[src/rtl/example_sv_pkg.sv]
// Register bank description for the example register block: widths, mirror
// struct, reset values, unreset flags and the mirror write helper.
package example_sv_pkg;

  localparam int addr_width       = 3;
  localparam int data_width       = 32;
  localparam int num_example_regs = 8;

  typedef struct packed {
    logic [25:0] reserved1;
    logic [1:0]  monkey2;
    logic [1:0]  reserved0;
    logic        error;
    logic        power;
  } example_reg2_type;

  // reg0 occupies the least significant word
  typedef struct packed {
    logic [data_width-1:0] reg7;
    logic [data_width-1:0] reg6;
    logic [data_width-1:0] reg5;
    logic [data_width-1:0] reg4;
    logic [data_width-1:0] reg3;
    example_reg2_type      reg2;
    logic [data_width-1:0] reg1;
    logic [data_width-1:0] reg0;
  } example_struct_type;

  typedef logic [num_example_regs-1:0][data_width-1:0] example_array_type;

  localparam example_array_type example_reset_values = {
    32'h0000_00FF, 32'h0000_0000, 32'h0000_0000, 32'h0000_0010,
    32'h0000_00A5, 32'h0000_0001, 32'h0000_0001, 32'h0000_0000
  };

  localparam logic [num_example_regs-1:0] example_unreset_mask = 8'h60;

  // Reserved fields of reg2 are read-only; writes leave them untouched
  localparam example_array_type example_write_mask = {
    {5{32'hFFFF_FFFF}}, 32'h0000_0033, {2{32'hFFFF_FFFF}}
  };

  function automatic example_struct_type write_example(
    input example_struct_type     cur,
    input logic [addr_width-1:0]  addr,
    input logic [data_width-1:0]  data
  );
    example_array_type regs;
    regs = example_array_type'(cur);
    regs[addr] = (data & example_write_mask[addr]) |
                 (regs[addr] & ~example_write_mask[addr]);
    return example_struct_type'(regs);
  endfunction

  function automatic example_struct_type load_example(
    input example_struct_type     cur,
    input logic [addr_width-1:0]  addr,
    input logic [data_width-1:0]  data
  );
    example_array_type regs;
    regs = example_array_type'(cur);
    regs[addr] = data;
    return example_struct_type'(regs);
  endfunction

endpackage

[src/rtl/example_bus_pkg.sv]
// Shared types for the example bus initiator: command opcodes, FSM states
// and per-address reset-check lookup.
package example_bus_pkg;
  import example_sv_pkg::*;

  typedef enum logic [1:0] {
    OP_READ   = 2'b00,
    OP_WRITE  = 2'b01,
    OP_SWEEP  = 2'b10,
    OP_RSTCHK = 2'b11
  } cmdOpT;

  typedef enum logic [1:0] {
    ST_IDLE,
    ST_ISSUE,
    ST_GAP,
    ST_RESP
  } stateT;

  typedef struct packed {
    logic [data_width-1:0] value;
    logic                  check;
  } resetInfoT;

  function automatic resetInfoT resetInfo(input logic [addr_width-1:0] addr);
    resetInfoT info;
    info.value = example_reset_values[addr];
    info.check = ~example_unreset_mask[addr];
    return info;
  endfunction

endpackage

[src/rtl/example_bus_watchdog.sv]
// Loadable down-counter that flags a stalled bus request once it reaches zero.
module example_bus_watchdog #(
  parameter int                   CNT_WIDTH  = 8,
  parameter logic [CNT_WIDTH-1:0] LOAD_VALUE = '1
) (
  input  logic clk,
  input  logic rst_n,
  input  logic clear,
  input  logic enable,
  output logic expired
);

  logic [CNT_WIDTH-1:0] count;

  assign expired = (count == '0);

  always_ff @(posedge clk or negedge rst_n) begin
    if (!rst_n) begin
      count <= LOAD_VALUE;
    end else if (clear) begin
      count <= LOAD_VALUE;
    end else if (enable && !expired) begin
      count <= count - CNT_WIDTH'(1);
    end
  end

endmodule

[src/rtl/example_bus_initiator.sv]
// Register-bus initiator: runs single and sweep transactions toward the example
// register responder and keeps a local mirror of the bank.
//
// state    | meaning
// ST_IDLE  | waiting for a command, cmd_ready high
// ST_ISSUE | bus_req high, waiting for ack or watchdog expiry
// ST_GAP   | one idle bus cycle between sweep transactions
// ST_RESP  | rsp_valid pulse, then back to idle
module example_bus_initiator
  import example_sv_pkg::*;
  import example_bus_pkg::*;
#(
  parameter int ADDR_WIDTH     = addr_width,
  parameter int DATA_WIDTH     = data_width,
  parameter int NUM_REGS       = num_example_regs,
  parameter int TIMEOUT_CYCLES = 16
) (
  input  logic                  clk,
  input  logic                  rst_n,
  input  logic                  cmd_valid,
  output logic                  cmd_ready,
  input  logic [1:0]            cmd_op,
  input  logic [ADDR_WIDTH-1:0] cmd_addr,
  input  logic [DATA_WIDTH-1:0] cmd_wdata,
  output logic                  bus_req,
  output logic                  bus_we,
  output logic [ADDR_WIDTH-1:0] bus_addr,
  output logic [DATA_WIDTH-1:0] bus_wdata,
  input  logic                  bus_ack,
  input  logic [DATA_WIDTH-1:0] bus_rdata,
  output logic                  rsp_valid,
  output logic [DATA_WIDTH-1:0] rsp_rdata,
  output logic                  rsp_error,
  output logic                  rsp_mismatch,
  output example_struct_type    mirror,
  output logic [NUM_REGS-1:0]   mirror_valid
);

  localparam logic [ADDR_WIDTH-1:0] LAST_ADDR = ADDR_WIDTH'(NUM_REGS - 1);

  stateT                 state, nextState;
  cmdOpT                 opReg;
  logic [ADDR_WIDTH-1:0] addrReg;
  logic [DATA_WIDTH-1:0] wdataReg;
  logic [DATA_WIDTH-1:0] rspDataReg;
  logic                  weReg;
  logic                  errReg;
  logic [NUM_REGS-1:0]   maskReg;
  logic [NUM_REGS-1:0]   maskNext;
  logic                  accept;
  logic                  ackSeen;
  logic                  isSweep;
  logic                  moreAddr;
  logic                  inRange;
  logic                  checkHit;
  logic                  wdClear;
  logic                  wdEnable;
  logic                  wdExpired;
  resetInfoT             rstInfo;

  always_ff @(posedge clk or negedge rst_n) begin
    if (!rst_n) begin
      state <= ST_IDLE;
    end else begin
      state <= nextState;
    end
  end

  always_comb begin
    nextState = state;
    cmd_ready = 1'b0;
    bus_req   = 1'b0;
    rsp_valid = 1'b0;
    unique case (state)
      ST_IDLE: begin
        cmd_ready = 1'b1;
        if (cmd_valid) nextState = ST_ISSUE;
      end
      ST_ISSUE: begin
        bus_req = 1'b1;
        if (bus_ack) begin
          nextState = moreAddr ? ST_GAP : ST_RESP;
        end else if (wdExpired) begin
          nextState = ST_RESP;
        end
      end
      ST_GAP: nextState = ST_ISSUE;
      ST_RESP: begin
        rsp_valid = 1'b1;
        nextState = ST_IDLE;
      end
      default: nextState = ST_IDLE;
    endcase
  end

  always_comb begin
    accept   = cmd_valid & cmd_ready;
    ackSeen  = bus_req & bus_ack;
    isSweep  = (opReg == OP_SWEEP) || (opReg == OP_RSTCHK);
    moreAddr = isSweep && (addrReg != LAST_ADDR);
    inRange  = 32'(addrReg) < 32'(NUM_REGS);
    rstInfo  = resetInfo(addrReg);
    checkHit = (opReg == OP_RSTCHK) && inRange && rstInfo.check &&
               (bus_rdata != rstInfo.value);
    maskNext = maskReg;
    if (ackSeen && checkHit) maskNext[addrReg] = 1'b1;
    // Watchdog reloads whenever the bus is idle, so each ISSUE entry starts fresh
    wdClear  = ~bus_req;
    wdEnable = bus_req & ~bus_ack;
  end

  example_bus_watchdog #(
    .CNT_WIDTH (8),
    .LOAD_VALUE(8'(TIMEOUT_CYCLES - 1))
  ) uWatchdog (
    .clk    (clk),
    .rst_n  (rst_n),
    .clear  (wdClear),
    .enable (wdEnable),
    .expired(wdExpired)
  );

  always_ff @(posedge clk or negedge rst_n) begin
    if (!rst_n) begin
      opReg        <= OP_READ;
      addrReg      <= '0;
      wdataReg     <= '0;
      weReg        <= 1'b0;
      errReg       <= 1'b0;
      maskReg      <= '0;
      rspDataReg   <= '0;
      mirror       <= '0;
      mirror_valid <= '0;
    end else begin
      if (accept) begin
        opReg      <= cmdOpT'(cmd_op);
        addrReg    <= (cmd_op[1]) ? '0 : cmd_addr;
        wdataReg   <= cmd_wdata;
        weReg      <= (cmdOpT'(cmd_op) == OP_WRITE);
        errReg     <= 1'b0;
        maskReg    <= '0;
        rspDataReg <= '0;
      end
      if (state == ST_GAP) begin
        addrReg <= addrReg + ADDR_WIDTH'(1);
      end
      if (ackSeen) begin
        maskReg <= maskNext;
        if (inRange) begin
          if (weReg) begin
            mirror <= write_example(mirror, addrReg, wdataReg);
          end else begin
            mirror                <= load_example(mirror, addrReg, bus_rdata);
            mirror_valid[addrReg] <= 1'b1;
          end
        end
        unique case (opReg)
          OP_READ:   rspDataReg <= bus_rdata;
          OP_RSTCHK: rspDataReg <= DATA_WIDTH'(maskNext);
          default:   rspDataReg <= '0;
        endcase
      end else if (bus_req && wdExpired) begin
        errReg     <= 1'b1;
        rspDataReg <= DATA_WIDTH'(addrReg);
      end
    end
  end

  assign bus_we       = weReg;
  assign bus_addr     = addrReg;
  assign bus_wdata    = wdataReg;
  assign rsp_rdata    = rspDataReg;
  assign rsp_error    = rsp_valid & errReg;
  assign rsp_mismatch = rsp_valid & (|maskReg);

endmodule

[config.mk]
export PLATFORM = sky130hd
export DESIGN_NAME = example_bus_initiator
export DESIGN_NICKNAME = d
export VERILOG_FILES = /design/src/rtl/example_sv_pkg.sv /design/src/rtl/example_bus_pkg.sv /design/src/rtl/example_bus_watchdog.sv /design/src/rtl/example_bus_initiator.sv
export SDC_FILE = /design/constraint.sdc
export NUM_CORES = 1
export LEC_CHECK = 0
export ABC_AREA = 1
export BUFFER_PORTS_ARGS = -buffer_cell sky130_fd_sc_hd__buf_2
export CAP_MARGIN = 20
export CORE_MARGIN = 2
export CORE_UTILIZATION = 35
export CTS_CLUSTER_SIZE = 8
export DETAILED_ROUTE_END_ITERATION = 6
export PLACE_DENSITY_LB_ADDON = 0.12
export SETUP_SLACK_MARGIN = 0.1
export SLEW_MARGIN = 25
export SYNTH_ARGS = -nofsm -noshare
export SYNTH_HDL_FRONTEND = slang
export SYNTH_HIERARCHICAL = 1
export SYNTH_SLANG_ARGS = --single-unit
[constraint.sdc]
create_clock -name clk -period 7.44 [get_ports clk]
set_clock_uncertainty 0.2 [all_clocks]
set_input_delay 2.232 -clock clk [delete_from_list [all_inputs] [get_ports clk]]
set_output_delay 2.232 -clock clk [all_outputs]
set_load 0.03 [all_outputs]
# Yosys cells after proc, flatten, opt, wreduce, memory -nomap -nowiden
# Memory sizes are Yosys's and may differ from the RTL's.
# Cells that the tools add are included.
[op_classes]
bitwise = 14
addsub = 2
muxes = 35
magnitude_cmp = 2
n_eq_ne = 11
reduce_logical = 18
[ops]
columns = ["cell", "count"]
rows = [
  ["256-bit bitwise mux", 2],
  ["256-bit two-way mux", 1],
  ["32-bit two-way mux", 7],
  ["32-bit binary-select mux with 3-bit select", 1],
  ["32-bit demux with 3-bit select", 1],
  ["32-bit AND", 2],
  ["32-bit case mux with 2 select lines", 1],
  ["8-bit two-way mux", 5],
  ["32-bit != test", 1],
  ["32-bit inverter", 1],
  ["32-bit OR", 1],
  ["8-bit OR", 2],
  ["1-bit two-way mux", 9],
  ["3-bit two-way mux", 3],
  ["2-bit equality test, second input constant", 4],
  ["8-bit zero test", 1],
  ["2-bit case mux with 4 select lines", 1],
  ["8-bit OR reduction", 1],
  ["8-bit by 1-bit subtractor with 8-bit output, second input constant", 1],
  ["1-bit logical AND", 7],
  ["2-bit two-way mux", 3],
  ["1-bit AND", 5],
  ["2-bit by 1-bit equality test with 1-bit output, second input constant", 2],
  ["2-bit zero test", 2],
  ["other kinds (14)", 18],
]
[word_totals]
word_cells = 107
register_bits = 353
mem_bits_ro = 520
memories = 3
[mem_list]
columns = ["name", "words", "width", "rd", "rd_ports_with_merged_regs", "wr", "line", "rtl"]
rows = [
  ["(name not given)", 8, 32, 1, 0, 0, "example_sv_pkg.sv:51", "(regs[addr] & ~example_write_mask[addr]);"],
  ["(name not given)", 8, 32, 1, 0, 0, "example_bus_pkg.sv:27", "info.value = example_reset_values[addr];"],
  ["(name not given)", 8, 1, 1, 0, 0, "example_bus_pkg.sv:28", "info.check = ~example_unreset_mask[addr];"],
]

# Logic depth before layout (Yosys ltp)
[depth]
depth_word = 9
mapped_depth = 17

# Cells and area by module
# The synthesis kept the hierarchy.
[modules_own_cells]
columns = ["mod", "n_inst", "cells_each", "area_per_inst_um2", "seq_area_each_um2"]
rows = [
  ["example_bus_initiator", 1, 1922, 15675.0, 8633.3],
  ["example_bus_watchdog", 1, 69, 509.2, 205.2],
]

# Least setup slack after synthesis
# OpenSTA, ideal clock, no wires.
[synth_timing]
kind = "input port to flip-flop"
from = "input bus_ack"
to = "register mirror[251] (netlist bit)"
required_time_ns = 7.121
arrival_ns = 3.271
path_slack_ns = 3.850
stages = 10
path_cell_list = "inv_1 > nor2_8 > inv_2 > buf_12 > nor2_8 > inv_2 > buf_2 > buf_2 > nand2_1 > nand2_1"
[synth_between]
elab_chain_cells = 1
[synth_lines]
columns = ["item", "line", "rtl"]
rows = [
  ["from (decl)", "example_bus_initiator.sv:29", "input logic bus_ack,"],
  ["1-bit AND", "example_bus_initiator.sv:98", "ackSeen = bus_req & bus_ack;"],
  ["to (signal assigned)", "example_bus_initiator.sv:151", "mirror <= write_example(mirror, addrReg, wdataReg);"],
  ["to (signal assigned)", "example_bus_initiator.sv:153", "mirror <= load_example(mirror, addrReg, bus_rdata);"],
  ["to (decl)", "example_bus_initiator.sv:35", "output example_struct_type mirror,"],
]
# Every way passes these cells.
# A chain may end at the register's enable or synchronous reset.

# Worst setup path after layout
[layout_timing]
from = "input bus_ack"
to = "register mirror[92] (netlist bit)"
# Same word-level chain as after synthesis.

==> impl_metrics.sql <==
INSERT INTO impl_metrics (metric_group, metric, value, unit) VALUES
('floorplan', 'core.rowCount', '78', ''),
('sta', 'final.setup.tns', '0', 'ns'),
('logic_synthesis', 'yosys.area_share.xor_xnor', '0.001082', ''),
('sta', 'timing.final.crit_period', '4.592', 'ns'),
('logic_synthesis', 'syn-num-nets', '2073', ''),
('clock_network', 'clock-root-buffer', 'sky130_fd_sc_hd__clkbuf_16', ''),
('logic_synthesis', 'syn-instance-count', '1991', ''),
('logic_synthesis', 'combinational_family_with_the_most_area_after_synthesis', 'simple AND/OR/NAND/NOR gates', ''),
('drt', 'drt_drc_violations_left', '0', ''),
('clock_network', 'cts_max_path_buffers', '3', ''),
('place', 'place_ws', '2.282', 'ns'),
('logic_synthesis', 'yosysUniqueCellTypes', '42', ''),
('critical_path', 'cp_cell_sequence', 'buf_2 -> inv_1 -> nor2_8 -> inv_2 -> nor2_4 -> inv_2 -> a22o_1', ''),
('drt', 'first_iter_violations', '1345', ''),
('clock_network', 'cts_post_setup_buffers_inserted', '0', ''),
('drt', 'post_drt_via_cell_ratio', '5.144', ''),
('logic_synthesis', 'post_synthesis_register_bit_count', '353', ''),
('critical_path', 'timing.critical_path.slowest_cell_delay', '0.85', 'ns'),
('pwr', 'p_per_area', '534.7', 'mW/mm^2'),
('pwr', 'p_leak', '0.01099', 'uW'),
('place', 'buffer_ports.inserted', '409', ''),
('floorplan', 'ioPinCount', '410', ''),
('logic_synthesis', 'synth_fa_ha_area_frac', '0.006958', ''),
('drt', 'antenna_violating_nets_post_route', '0', ''),
('critical_path', 'cp_common_cell', 'sky130_fd_sc_hd__inv_2', ''),
('clock_network', 'cts.repair.resized', '0', ''),
('critical_path', 'timing_worst_setup_path_type', 'input pin to flop', ''),
('logic_synthesis', 'syn_area_per_cell', '8.129', 'sq um'),
('job', 'max_cap_viol_count', '0', ''),
('sta', 'setup_violations', '0', ''),
('logic_synthesis', 'synth-compound-area-share', '0.07313', ''),
('critical_path', 'cp.required', '7.71', 'ns'),
('pwr', 'peakVddDrop', '0.0003130', 'V'),
('grt', 'grt_max_degree', '146', ''),
('logic_synthesis', 'synth.area.top_cells', 'sky130_fd_sc_hd__dfrtp_1 54%, sky130_fd_sc_hd__nand2_1 20%, sky130_fd_sc_hd__nand3_1 6.7%', ''),
('sta', 'achievable-frequency', '217.8', 'MHz'),
('finish', 'layout.area.seq', '0.008841', 'sq mm'),
('logic_synthesis', 'synth_seq_area_share', '0.5461', ''),
('finish', 'layout_commonest_cell', 'sky130_fd_sc_hd__nand2_1', ''),
('clock_network', 'cts_hold_buf', '0', ''),
('sta', 'max-slew-margin-rel', '0.3040', ''),
('critical_path', 'cp_num_buf_inv', '4', ''),
('grt', 'grtUsageTotal', '0.2792', ''),
('logic_synthesis', 'synth_edf_count', '0', ''),
('finish', 'area.growth.synth_to_final', '23.55', '%'),
('logic_synthesis', 'synth.mux.area_fraction', '0', ''),
('logic_synthesis', 'post-synth-top-area-fraction', '0.5396', ''),
('critical_path', 'cp.arrival', '4.86', 'ns'),
('critical_path', 'worst_setup_path_end_kind', 'flop', ''),
('place', 'dp_hpwl', '46680', 'um'),
('critical_path', 'crit_path_top_delay_cell', 'sky130_fd_sc_hd__nor2_4', ''),
('logic_synthesis', 'synth_top_flop_cell', 'sky130_fd_sc_hd__dfrtp_1', ''),
('sta', 'finalWorstSetupSlack', '2.848', 'ns'),
('clock_network', 'cts.sink_count', '353', ''),
('clock_network', 'tritoncts.num_buffers', '50', ''),
('logic_synthesis', 'ys.warnings.count', '6', ''),
('drt', 'mean_routed_wirelength_per_cell', '22.49', 'um'),
('clock_network', 'h-tree-depth', '2', ''),
('sta', 'hold_viol_final', '0', ''),
('status', 'status', 'complete, no violations', ''),
('logic_synthesis', 'synth_largest_area_cell', 'sky130_fd_sc_hd__dfrtp_1', ''),
('grt', 'grt_overflow_total', '0', ''),
('drt', 'drtPass1Iterations', '7', ''),
('floorplan', 'floorplan.die.width', '219.0', 'um'),
('critical_path', 'timing.critical_path.from_type', 'input pin', ''),
('grt', 'grt_first_pass_wirelength', '99020', 'um'),
('place', 'place.gp.congestion', '0.8771', ''),
('sta', 'period_share', '0.6172', ''),
('hold_path', 'worst_hold_class', 'flop to flop', ''),
('finish', 'fillers', '4744', ''),
('clock_network', 'worst_setup_hold_path_clk_slew', '0.05', 'ns');
-- layer usage --
layer / vias to the layer above / global-route usage / part of all wire / wire [um]
met2: 535 / 0.4406 / 0.46 / 30870
met4: 2 / 0.09077 / 0.031 / 2058
li1: 7130 / - / - / -
met3: 111 / 0.06306 / 0.073 / 4863
met1: 7540 / 0.3805 / 0.44 / 29160
met5: - / 0 / 0.00019 / 13
-- stage by stage --
| stage | area [sq um] | utilization | power (uW) | cells |
|---|---|---|---|---|
| after floorplan | 16180 | - | 6691 | 1991 |
| after global placement | 18640 | 0.4099 | 8607 | 2919 |
| after detailed placement | 18640 | 0.4099 | 8658 | 2919 |
| after CTS | 19970 | 0.4390 | 10750 | 2976 |
| after global routing | 20000 | 0.4397 | 11310 | 2978 |
| final | 20000 | 0.4397 | 10690 | 2978 |
-- Yosys cell counts (2+ instances only) --
master                        n
sky130_fd_sc_hd__nand3_1    217
sky130_fd_sc_hd__nor2_2       7
sky130_fd_sc_hd__nand2_2      4
sky130_fd_sc_hd__nor2_1      94
sky130_fd_sc_hd__o21ai_0     56
sky130_fd_sc_hd__a32o_1       6
sky130_fd_sc_hd__dfstp_2      4
sky130_fd_sc_hd__a22o_1      10
sky130_fd_sc_hd__inv_1      100
sky130_fd_sc_hd__a21oi_1      3
sky130_fd_sc_hd__o21ai_2      3
sky130_fd_sc_hd__o2111ai_1    9
sky130_fd_sc_hd__o211ai_1     3
sky130_fd_sc_hd__o21bai_1     9
sky130_fd_sc_hd__nand3_2     14
sky130_fd_sc_hd__o22ai_1      9
sky130_fd_sc_hd__buf_6        2
sky130_fd_sc_hd__buf_4        9
sky130_fd_sc_hd__buf_2       35
sky130_fd_sc_hd__nand4_1      9
sky130_fd_sc_hd__nor2_8       5
sky130_fd_sc_hd__nor4_1       2
sky130_fd_sc_hd__clkbuf_1    36
sky130_fd_sc_hd__nand3_4      2
sky130_fd_sc_hd__nor2_4       4
sky130_fd_sc_hd__dfrtp_1    349
sky130_fd_sc_hd__buf_1        7
sky130_fd_sc_hd__o21ai_1     88
sky130_fd_sc_hd__ha_1         9
sky130_fd_sc_hd__nor3_1       4
sky130_fd_sc_hd__inv_2       22
sky130_fd_sc_hd__nand2_1    849
sky130_fd_sc_hd__clkinv_1     2
-- where the power goes --
part | internal (uW) | switching (uW)
registers | 2780 | 701
clock network | 1220 | 836
logic | 1270 | 3880
total | 5270 | 5420
-- sequential cells by signal, indices dropped and copies added, names as in the netlist --
name and cells:
state 2, bus_addr 3, rsp_rdata 32, maskReg 8, bus_we 1, opReg 2, bus_wdata 32, uWatchdog/count 8
errReg 1, mirror 256, mirror_valid 8
-- worst paths after layout --
check / start / cells after the start / to / slack [ns]
max: bus_ack / 7 / mirror[92]$_DFFE_PN0P_ / 2.85
min: mirror_valid[7]$_DFFE_PN0P_ / 1 / mirror_valid[7]$_DFFE_PN0P_ / 0.27
max reg2reg: bus_addr[2]$_DFFE_PN0P_ / 5 / mirror[92]$_DFFE_PN0P_ / 3.52
min reg2reg: mirror_valid[7]$_DFFE_PN0P_ / 1 / mirror_valid[7]$_DFFE_PN0P_ / 0.27
max in group asynchronous: rst_n / 2 / mirror[195]$_DFFE_PN0P_ / 4.52
min in group asynchronous: rst_n / 1 / bus_wdata[4]$_DFFE_PN0P_ / 1.33
-- cell families (layout without fill, tap and decap cells) --
family,after synthesis,after routing
other cells,0,1
fa+ha+maj,9,9
compound gates,200,200
flops,353,353
buf+inv,215,601
xor+xnor,2,2
simple gates,1212,1212
-- area by class of cell --
| type | count | area share |
|---|---|---|
| antenna | 1 | 0.0001251 |
| clock buffer | 55 | 0.06558 |
| sequential | 353 | 0.4422 |
| timing repair buffer | 419 | 0.1083 |
| inverter | 125 | 0.02353 |
| tap | 600 | 0.03754 |
| multi-input combinational | 1423 | 0.3221 |
| clock inverter | 2 | 0.0006883 |
Power figures use the tool's default switching activity.
